$ cat config.mk
export PLATFORM = sky130hd
export DESIGN_NAME = toggle_cover_collector_flat
export DESIGN_NICKNAME = d
export VERILOG_FILES = /design/src/rtl/toggle_cover_collector_if.sv /design/src/rtl/toggle_cover_collector.sv /design/src/flat_wrapper.sv
export SDC_FILE = /design/constraint.sdc
export NUM_CORES = 1
export LEC_CHECK = 0
export ABC_AREA = 1
export BUFFER_PORTS_ARGS = -buffer_cell sky130_fd_sc_hd__buf_4
export CORE_MARGIN = 1
export CORE_UTILIZATION = 59
export CTS_CLUSTER_SIZE = 28
export DETAILED_ROUTE_END_ITERATION = 7
export PLACE_DENSITY_LB_ADDON = 0.15
export SETUP_SLACK_MARGIN = 0.5
export SYNTH_ARGS = -nofsm -noshare
export SYNTH_HDL_FRONTEND = slang
export SYNTH_SLANG_ARGS = --single-unit
export TNS_END_PERCENT = 20
$ cat constraint.sdc
create_clock -name clock -period 7.79 [get_ports clock]
set_input_delay 1.1685 -clock clock [delete_from_list [all_inputs] [get_ports clock]]
set_output_delay 1.1685 -clock clock [all_outputs]
set_load 0.02 [all_outputs]
$ cat src/rtl/toggle_cover_collector_if.sv
// Cover-index stream from the toggle collector to the host link.
// master drives index/valid, slave returns ready.
interface toggle_cover_collector_if #(
  parameter int unsigned IDX_W = 32
);
  logic             out_valid;
  logic             out_ready;
  logic [IDX_W-1:0] out_index;

  modport master (
    output out_valid,
    output out_index,
    input  out_ready
  );

  modport slave (
    input  out_valid,
    input  out_index,
    output out_ready
  );
endinterface

$ cat src/rtl/toggle_cover_collector.sv
// Sticky toggle-cover bitmap; each first-time hit becomes one
// global cover index on a valid/ready stream, lowest bit first.
module toggle_cover_collector #(
  parameter int unsigned WIDTH       = 62,
  parameter int unsigned COVER_INDEX = 0,
  parameter int unsigned IDX_W       = 32,
  localparam int unsigned IW = (WIDTH > 1) ? $clog2(WIDTH) : 1,
  localparam int unsigned CW = $clog2(WIDTH + 1)
) (
  input  logic                 clock,
  input  logic                 reset_n,
  input  logic [WIDTH-1:0]     valid,
  input  logic                 enable,
  input  logic                 clear,
  toggle_cover_collector_if.master out_if,
  output logic [CW-1:0]        cover_count,
  output logic                 all_covered,
  output logic                 idle
);

  logic [WIDTH-1:0] covered;
  logic [WIDTH-1:0] pending;
  logic [WIDTH-1:0] hit_new;
  logic [WIDTH-1:0] sel_mask;
  logic [IW-1:0]    sel_idx;
  logic [CW-1:0]    pop;
  logic             found;
  logic             load;

  assign load = !out_if.out_valid || out_if.out_ready;

  always_comb begin
    hit_new = '0;
    if (enable && !clear)
      hit_new = valid & ~covered;
    pop = '0;
    for (int i = 0; i < WIDTH; i++)
      pop = pop + CW'(hit_new[i]);
  end

  // Candidates come from registered pending only, so bits
  // arriving this cycle wait for the next load.
  always_comb begin
    found    = 1'b0;
    sel_idx  = '0;
    sel_mask = '0;
    for (int i = 0; i < WIDTH; i++) begin
      if (pending[i] && !found) begin
        found       = 1'b1;
        sel_idx     = IW'(i);
        sel_mask[i] = 1'b1;
      end
    end
  end

  always_ff @(posedge clock or negedge reset_n) begin
    if (!reset_n) begin
      covered          <= '0;
      pending          <= '0;
      cover_count      <= '0;
      out_if.out_valid <= 1'b0;
      out_if.out_index <= '0;
    end else if (clear) begin
      covered          <= '0;
      pending          <= '0;
      cover_count      <= '0;
      out_if.out_valid <= 1'b0;
    end else begin
      if (enable)
        covered <= covered | valid;
      cover_count <= cover_count + pop;
      pending <= (pending & ~(load ? sel_mask : '0))
               | hit_new;
      if (load) begin
        out_if.out_valid <= found;
        if (found)
          out_if.out_index <= IDX_W'(COVER_INDEX)
                            + IDX_W'(sel_idx);
      end
    end
  end

  assign all_covered = (cover_count == CW'(WIDTH));
  assign idle        = !(|pending) && !out_if.out_valid;

endmodule

$ cat src/flat_wrapper.sv
// flat-port wrapper written by rule: the top's interface ports become plain ports
module toggle_cover_collector_flat 
#(
  parameter int unsigned WIDTH       = 62,
  parameter int unsigned COVER_INDEX = 0,
  parameter int unsigned IDX_W       = 32,
  localparam int unsigned IW = (WIDTH > 1) ? $clog2(WIDTH) : 1,
  localparam int unsigned CW = $clog2(WIDTH + 1)
)
  (clock, reset_n, valid, enable, clear, cover_count, all_covered, idle, out_if_out_valid, out_if_out_index, out_if_out_ready);
  toggle_cover_collector_if #(.IDX_W(IDX_W)) out_if_i ();
  input  logic clock;
  input  logic reset_n;
  input  logic [WIDTH-1:0] valid;
  input  logic enable;
  input  logic clear;
  output logic [CW-1:0] cover_count;
  output logic all_covered;
  output logic idle;
  output wire logic [$bits(out_if_i.out_valid)-1:0] out_if_out_valid;
  output wire logic [$bits(out_if_i.out_index)-1:0] out_if_out_index;
  input wire logic [$bits(out_if_i.out_ready)-1:0] out_if_out_ready;
  assign out_if_out_valid = out_if_i.out_valid;
  assign out_if_out_index = out_if_i.out_index;
  assign out_if_i.out_ready = out_if_out_ready;
  toggle_cover_collector #(.WIDTH(WIDTH), .COVER_INDEX(COVER_INDEX), .IDX_W(IDX_W)) u_core (.clock(clock), .reset_n(reset_n), .valid(valid), .enable(enable), .clear(clear), .out_if(out_if_i), .cover_count(cover_count), .all_covered(all_covered), .idle(idle));
endmodule
Yosys cells after proc, flatten, opt, wreduce, memory -nomap -nowiden:

Cells that the tools add are included.

* equal/unequal tests: 1
* add/sub/neg operators: 62
* reductions and logical operators: 132
* bitwise logic cells: 7
* mux-type cells: 192

Operator list (count)
* $add 6x1->6: 60
* $mux 62: 5
* $mux 6: 31
* $mux 1: 126
* $and 62x62->62: 2
* $not 62->62: 2
* $or 62x62->62: 2
* $mux 5: 16
* $logic_not 1->1: 64
* $logic_and 1x1->1: 63
* $reduce_or 62->1: 1
* $mux 4: 8
* $mux 3: 4
* $add 6x6->6: 1
* $eq 6x6->1 const B: 1
* $mux 2: 2
* $reduce_bool 2->1: 2
* $reduce_and 3->1: 1
* $add 1x1->2: 1
* $logic_or 1x1->1: 1
* $not 1->1: 1

* word-level logic and storage cells: 399
* input port bits: 67
* output and inout port bits: 41
* register bits: 137

Logic depth before layout (Yosys ltp):

* depth in word-level cells: 189
* mapped depth: 30
* depth with buffers taken out: 29

Worst setup path before layout:

OpenSTA, ideal clock, no wires.

* path kind: in2reg
* start: in enable
* end: reg u_core.cover_count[4]
* required time: 7.667 ns
* arrival time: 7.410 ns
* library setup time: 0.123 ns
* slack: 0.257 ns
* stages on the path: 24
* buffers on the path: 2
* path through: clkbuf_1 nand2_1 clkinv_1 clkbuf_1 nand3_1 fa_1 inv_1 fa_1 inv_1 fa_1 fa_1 fa_1 fa_1 fa_1 fa_1 inv_1 ha_1 fa_1 nand2_1 inv_1 o21ai_0 nand2_1 o21ai_0 a21oi_1

* longest elaborated chain between the ends: 65

Ends and longest elaborated chain
* start: declaration: RTL line flat_wrapper.sv:15 `input logic enable;`
* $logic_and 1x1->1 *: RTL line toggle_cover_collector.sv:34 `if (enable && !clear)`
* $mux 62 *: RTL line toggle_cover_collector.sv:34
* $add 1x1->2: RTL line toggle_cover_collector.sv:38 `pop = pop + CW'(hit_new[i]);`
* $add 6x1->6 (59 in series): RTL line toggle_cover_collector.sv:38
* $add 6x1->6 *: RTL line toggle_cover_collector.sv:38
* $add 6x6->6 *: RTL line toggle_cover_collector.sv:71 `cover_count <= cover_count + pop;`
* $mux 6 *: RTL line toggle_cover_collector.sv:63 `end else if (clear) begin`
* end signal: assignment: RTL line toggle_cover_collector.sv:71
* end: declaration: RTL line toggle_cover_collector.sv:16 `output logic [CW-1:0] cover_count,`

Every way passes the cells marked *; elsewhere a longest branch is shown, timed or not.
A chain may end at the register's enable or synchronous reset.

Final worst setup path:

Ends and elaborated chain as after synthesis.

==> impl_metrics.tcl <==
set metrics [dict create \
    drv_cap 0 \
    cts_made_buffers 17 \
    synthAdderAreaFrac_pct 15.8 \
    final_cell_area_um2 10200 \
    rsz0062_at_grt "yes" \
    avgSynthCellArea_um2 8.59 \
    synth_compound_area_share_pct 13.5 \
    busiest_layer "met1" \
    p_per_area_nw_per_um2 270 \
    dieHeight_um 123 \
    grt_usage_pct 30.6 \
    synth_seq_cells 137 \
    use_met1_pct 44.6 \
    clk_latency_ns 0.43 \
    syn_area_um2 8590 \
    antenna_found_initial 0 \
    finalCritPeriodShare_pct 90.7 \
    syn_to_final_growth_pct 19.1 \
    cp_common_cell "fa_1" \
    grt_pass1_vias 6635 \
    place_area_um2 9370 \
    reg2reg_from "u_core.covered[0]" \
    fin_crit_ns 7.07 \
    hold_end "u_core.out_if.out_index[1]" \
    drt_drc_violations_left 0 \
    finClkSkew_ns 0.00824 \
    ant_nets 0 \
    rows 43 \
    yosys_warnings 0 \
    critical_path.slowest_cell "fa_1" \
    cpPeakStageDelay_ns 0.59 \
    synth_xor_area_share_pct 0.510 \
    tns_ns 0 \
    synth_area_leaders "dfrtp_1 40%, fa_1 12%, inv_1 7.6%" \
    use_met2_pct 44.6 \
    initial_core_util_pct 61.2 \
    worst-path-max-fanout 10 \
    drt_wl_total_um 22200 \
    crit_path_cell_trace "buf_16 -> buf_8 -> nand2_2 -> nor3_4 -> ha_1 -> inv_1 -> fa_1 -> fa_1 -> fa_1 -> fa_1 -> fa_1 -> fa_1 -> fa_1 -> fa_1 -> inv_1 -> ha_2 -> fa_2 -> nand2_1 -> inv_1 -> o21ai_1 -> nand2_1 -> o21ai_1 -> a21oi_1" \
    grt_max_degree 73 \
    nFillCells 1072 \
    cts_tree "built" \
    r2r_setup_slack_ns 1.43 \
    yosys.cell_types.count 41 \
    cts.sinks 137 \
    whs_path_depth 2 \
    ys_seq_area_share_pct 39.9 \
    synth_top_area_share_pct 39.9 \
    vias_per_cell 5.54 \
    grt_remaining_overflow 0 \
    die_area_um2 15000 \
    core_um2 14000 \
    vdd_ir_drop_max_mv 0.248 \
    min_from "u_core.out_if.out_index[1]" \
    synth.largest_area_cell "dfrtp_1" \
    place.gp.congestion 0.879 \
    synth-simple-area-share_pct 18.8 \
    crit_type "input pin to flop" \
    wl_per_cell_um 17.2 \
    status "completed" \
    synth_flop_cell "dfrtp_1" \
    hpwl_um 15700 \
    finalSetupViolCount 0 \
    grt_pass1_wl_um 34000 \
    required_ns 8.11 \
    first_pass_iters 5 \
    die_x_um 123 \
    synth_top_family_by_area "simple AND/OR/NAND/NOR gates" \
    slew_headroom_pct 43.8 \
    ios 108 \
    maxSlewViolCount 0 \
    cp.arrival_ns 7.38 \
    fmax_ghz 0.142 \
    htreeDepth 4 \
    cts_max_path_buffers 2 \
    tightest_slew_ns 0.843 \
    synth.area.mux_share_pct 0 \
    synth-edff-count 0 \
    total_power_mw 2.76 \
    end_kind "flop" \
    via_count 7136 \
    use_met3_pct 7.34 \
    nNetsFinal 1240 \
    p_leak_nw 5.15 \
    cts_root_buf "clkbuf_16" \
    setup.worst_path.start_class "input pin" \
    antenna_cells 0 \
    async_flop_share_pct 100 \
    reg2reg_depth 20 \
    layout-drive-gt1-share_pct 16.9 \
    drtIter0Drc 682 \
    io_buffers 81 \
    clkTransAtPathRegs_ns 0.06 \
    syn_inst 1000 \
    hold_viol_final 0 \
    reg2reg_to "u_core.cover_count[4]" \
    hp-class "flop to flop" \
]
-- synthesized netlist by cell type, types with 2 or more instances --
master    number
clkinv_1       2
o41ai_1        3
o32a_1         2
fa_1          53
nand4_1       15
nand2_2        4
nor3b_1        2
o21ai_0       72
dfrtp_1      137
nor2_4         7
o21bai_1      15
nand3_1       51
o31ai_1        5
a31o_2         3
nand2_1      133
buf_1          5
inv_1        175
nor2_1        70
buf_4         26
xnor2_1        5
nor3_1        46
nor2_8         3
nand2_4        6
o211ai_1      12
clkbuf_1      26
ha_1          24
a21oi_1       84
-- area by class of cell --
| class | instances | area [um2] | area share [%] |
|---|---|---|---|
| Timing Repair Buffer | 109 | 951 | 9.29 |
| Tap cell | 180 | 225 | 2.20 |
| Clock inverter | 14 | 149 | 1.45 |
| Multi-Input combinational cell | 653 | 4380 | 42.8 |
| Clock buffer | 18 | 429 | 4.19 |
| Sequential cell | 137 | 3430 | 33.5 |
| Inverter | 178 | 668 | 6.53 |
-- logic make-up after synthesis --
| kind of cell | after synthesis |
|---|---|
| xor gates and xnor gates | 5 |
| adders and majority gates | 77 |
| DFF | 137 |
| buffers and inverters | 235 |
| other | 1 |
| AOI/OAI and AO/OA | 204 |
| and+or+nand+nor | 341 |
-- sequential cells by signal, indices dropped and copies added (netlist names) --
register                 flops
u_core.pending              62
u_core.cover_count           6
u_core.out_if.out_index      6
u_core.covered              62
u_core.out_if.out_valid      1
-- report_power, final --
| part | internal [mW] | switching (mW) | total [mW] |
|---|---|---|---|
| Combinational | 0.448 | 0.678 | 1.13 |
| Clock | 0.473 | 0.329 | 0.802 |
| Sequential | 0.781 | 0.0499 | 0.831 |
-- critical path, delay by kind of cell --
kind                       cells  cell delay, ns
and+or+nand+nor                4            0.46
adders and majority gates     11            5.02
buffers and inverters          5            0.43
AOI/OAI and AO/OA              3            0.30
-- timing repair --
| action | 4_1_cts | 5_1_grt |
|---|---|---|
| resized for setup | 1 | 31 |
| pin swaps | 0 | 14 |
| endpoints found under the setup margin | 1 | 2 |
| cloned | 0 | 3 |
| setup buffers | 0 | 7 |
| hold buffers | 0 | 0 |
-- through the flow --
stage	utilization, %	cells	setup WS, ns	hold WS (ns)
CTS	70.9	1279	0.529	0.502
global route	72.9	1289	0.472	0.526
global placement	66.8	1247	0.141	0.468
finish	72.9	1289	0.725	0.503
floorplan	-	1025	0.506	0.471
detailed placement	66.8	1247	0.0394	0.487
-- metal layers --
metal	up-vias	share of wire [%]
met4	0	2.2
met2	312	45
met3	37	8.2
met5	-	0
met1	3406	44
li1	3381	-
-- worst max-delay path by stage --
stage | from | to | slack [ns] | cells past startpoint
5_1_grt | clear | u_core.cover_count[5] | 0.47 | 31
6_report | enable | u_core.cover_count[4] | 0.72 | 23
2_1_floorplan | enable | u_core.cover_count[4] | 0.51 | 24
3_3_place_gp | enable | u_core.cover_count[4] | 0.14 | 24
3_5_place_dp | enable | u_core.cover_count[4] | 0.04 | 24
4_1_cts | clear | u_core.cover_count[4] | 0.53 | 25
-- cell usage in the layout (no fill, tap or decap), types with 4 or more instances in the layout --
cell	netlist	final
inv_1	175	175
dfrtp_1	137	137
nand2_1	133	132
buf_4	26	99
a21oi_1	84	84
o21ai_0	72	70
nor2_1	70	69
fa_1	53	52
nand3_1	51	42
nor3_1	46	41
conb_1	1	26
ha_1	24	23
clkbuf_16	0	20
o21bai_1	15	15
nand4_1	15	15
o211ai_1	12	12
nand3_2	0	8
nor2_4	7	7
nand2_4	6	6
nand2_2	4	5
o31ai_1	5	5
xnor2_1	5	5
clkinv_2	0	4
Power figures use the tool's default switching activity.
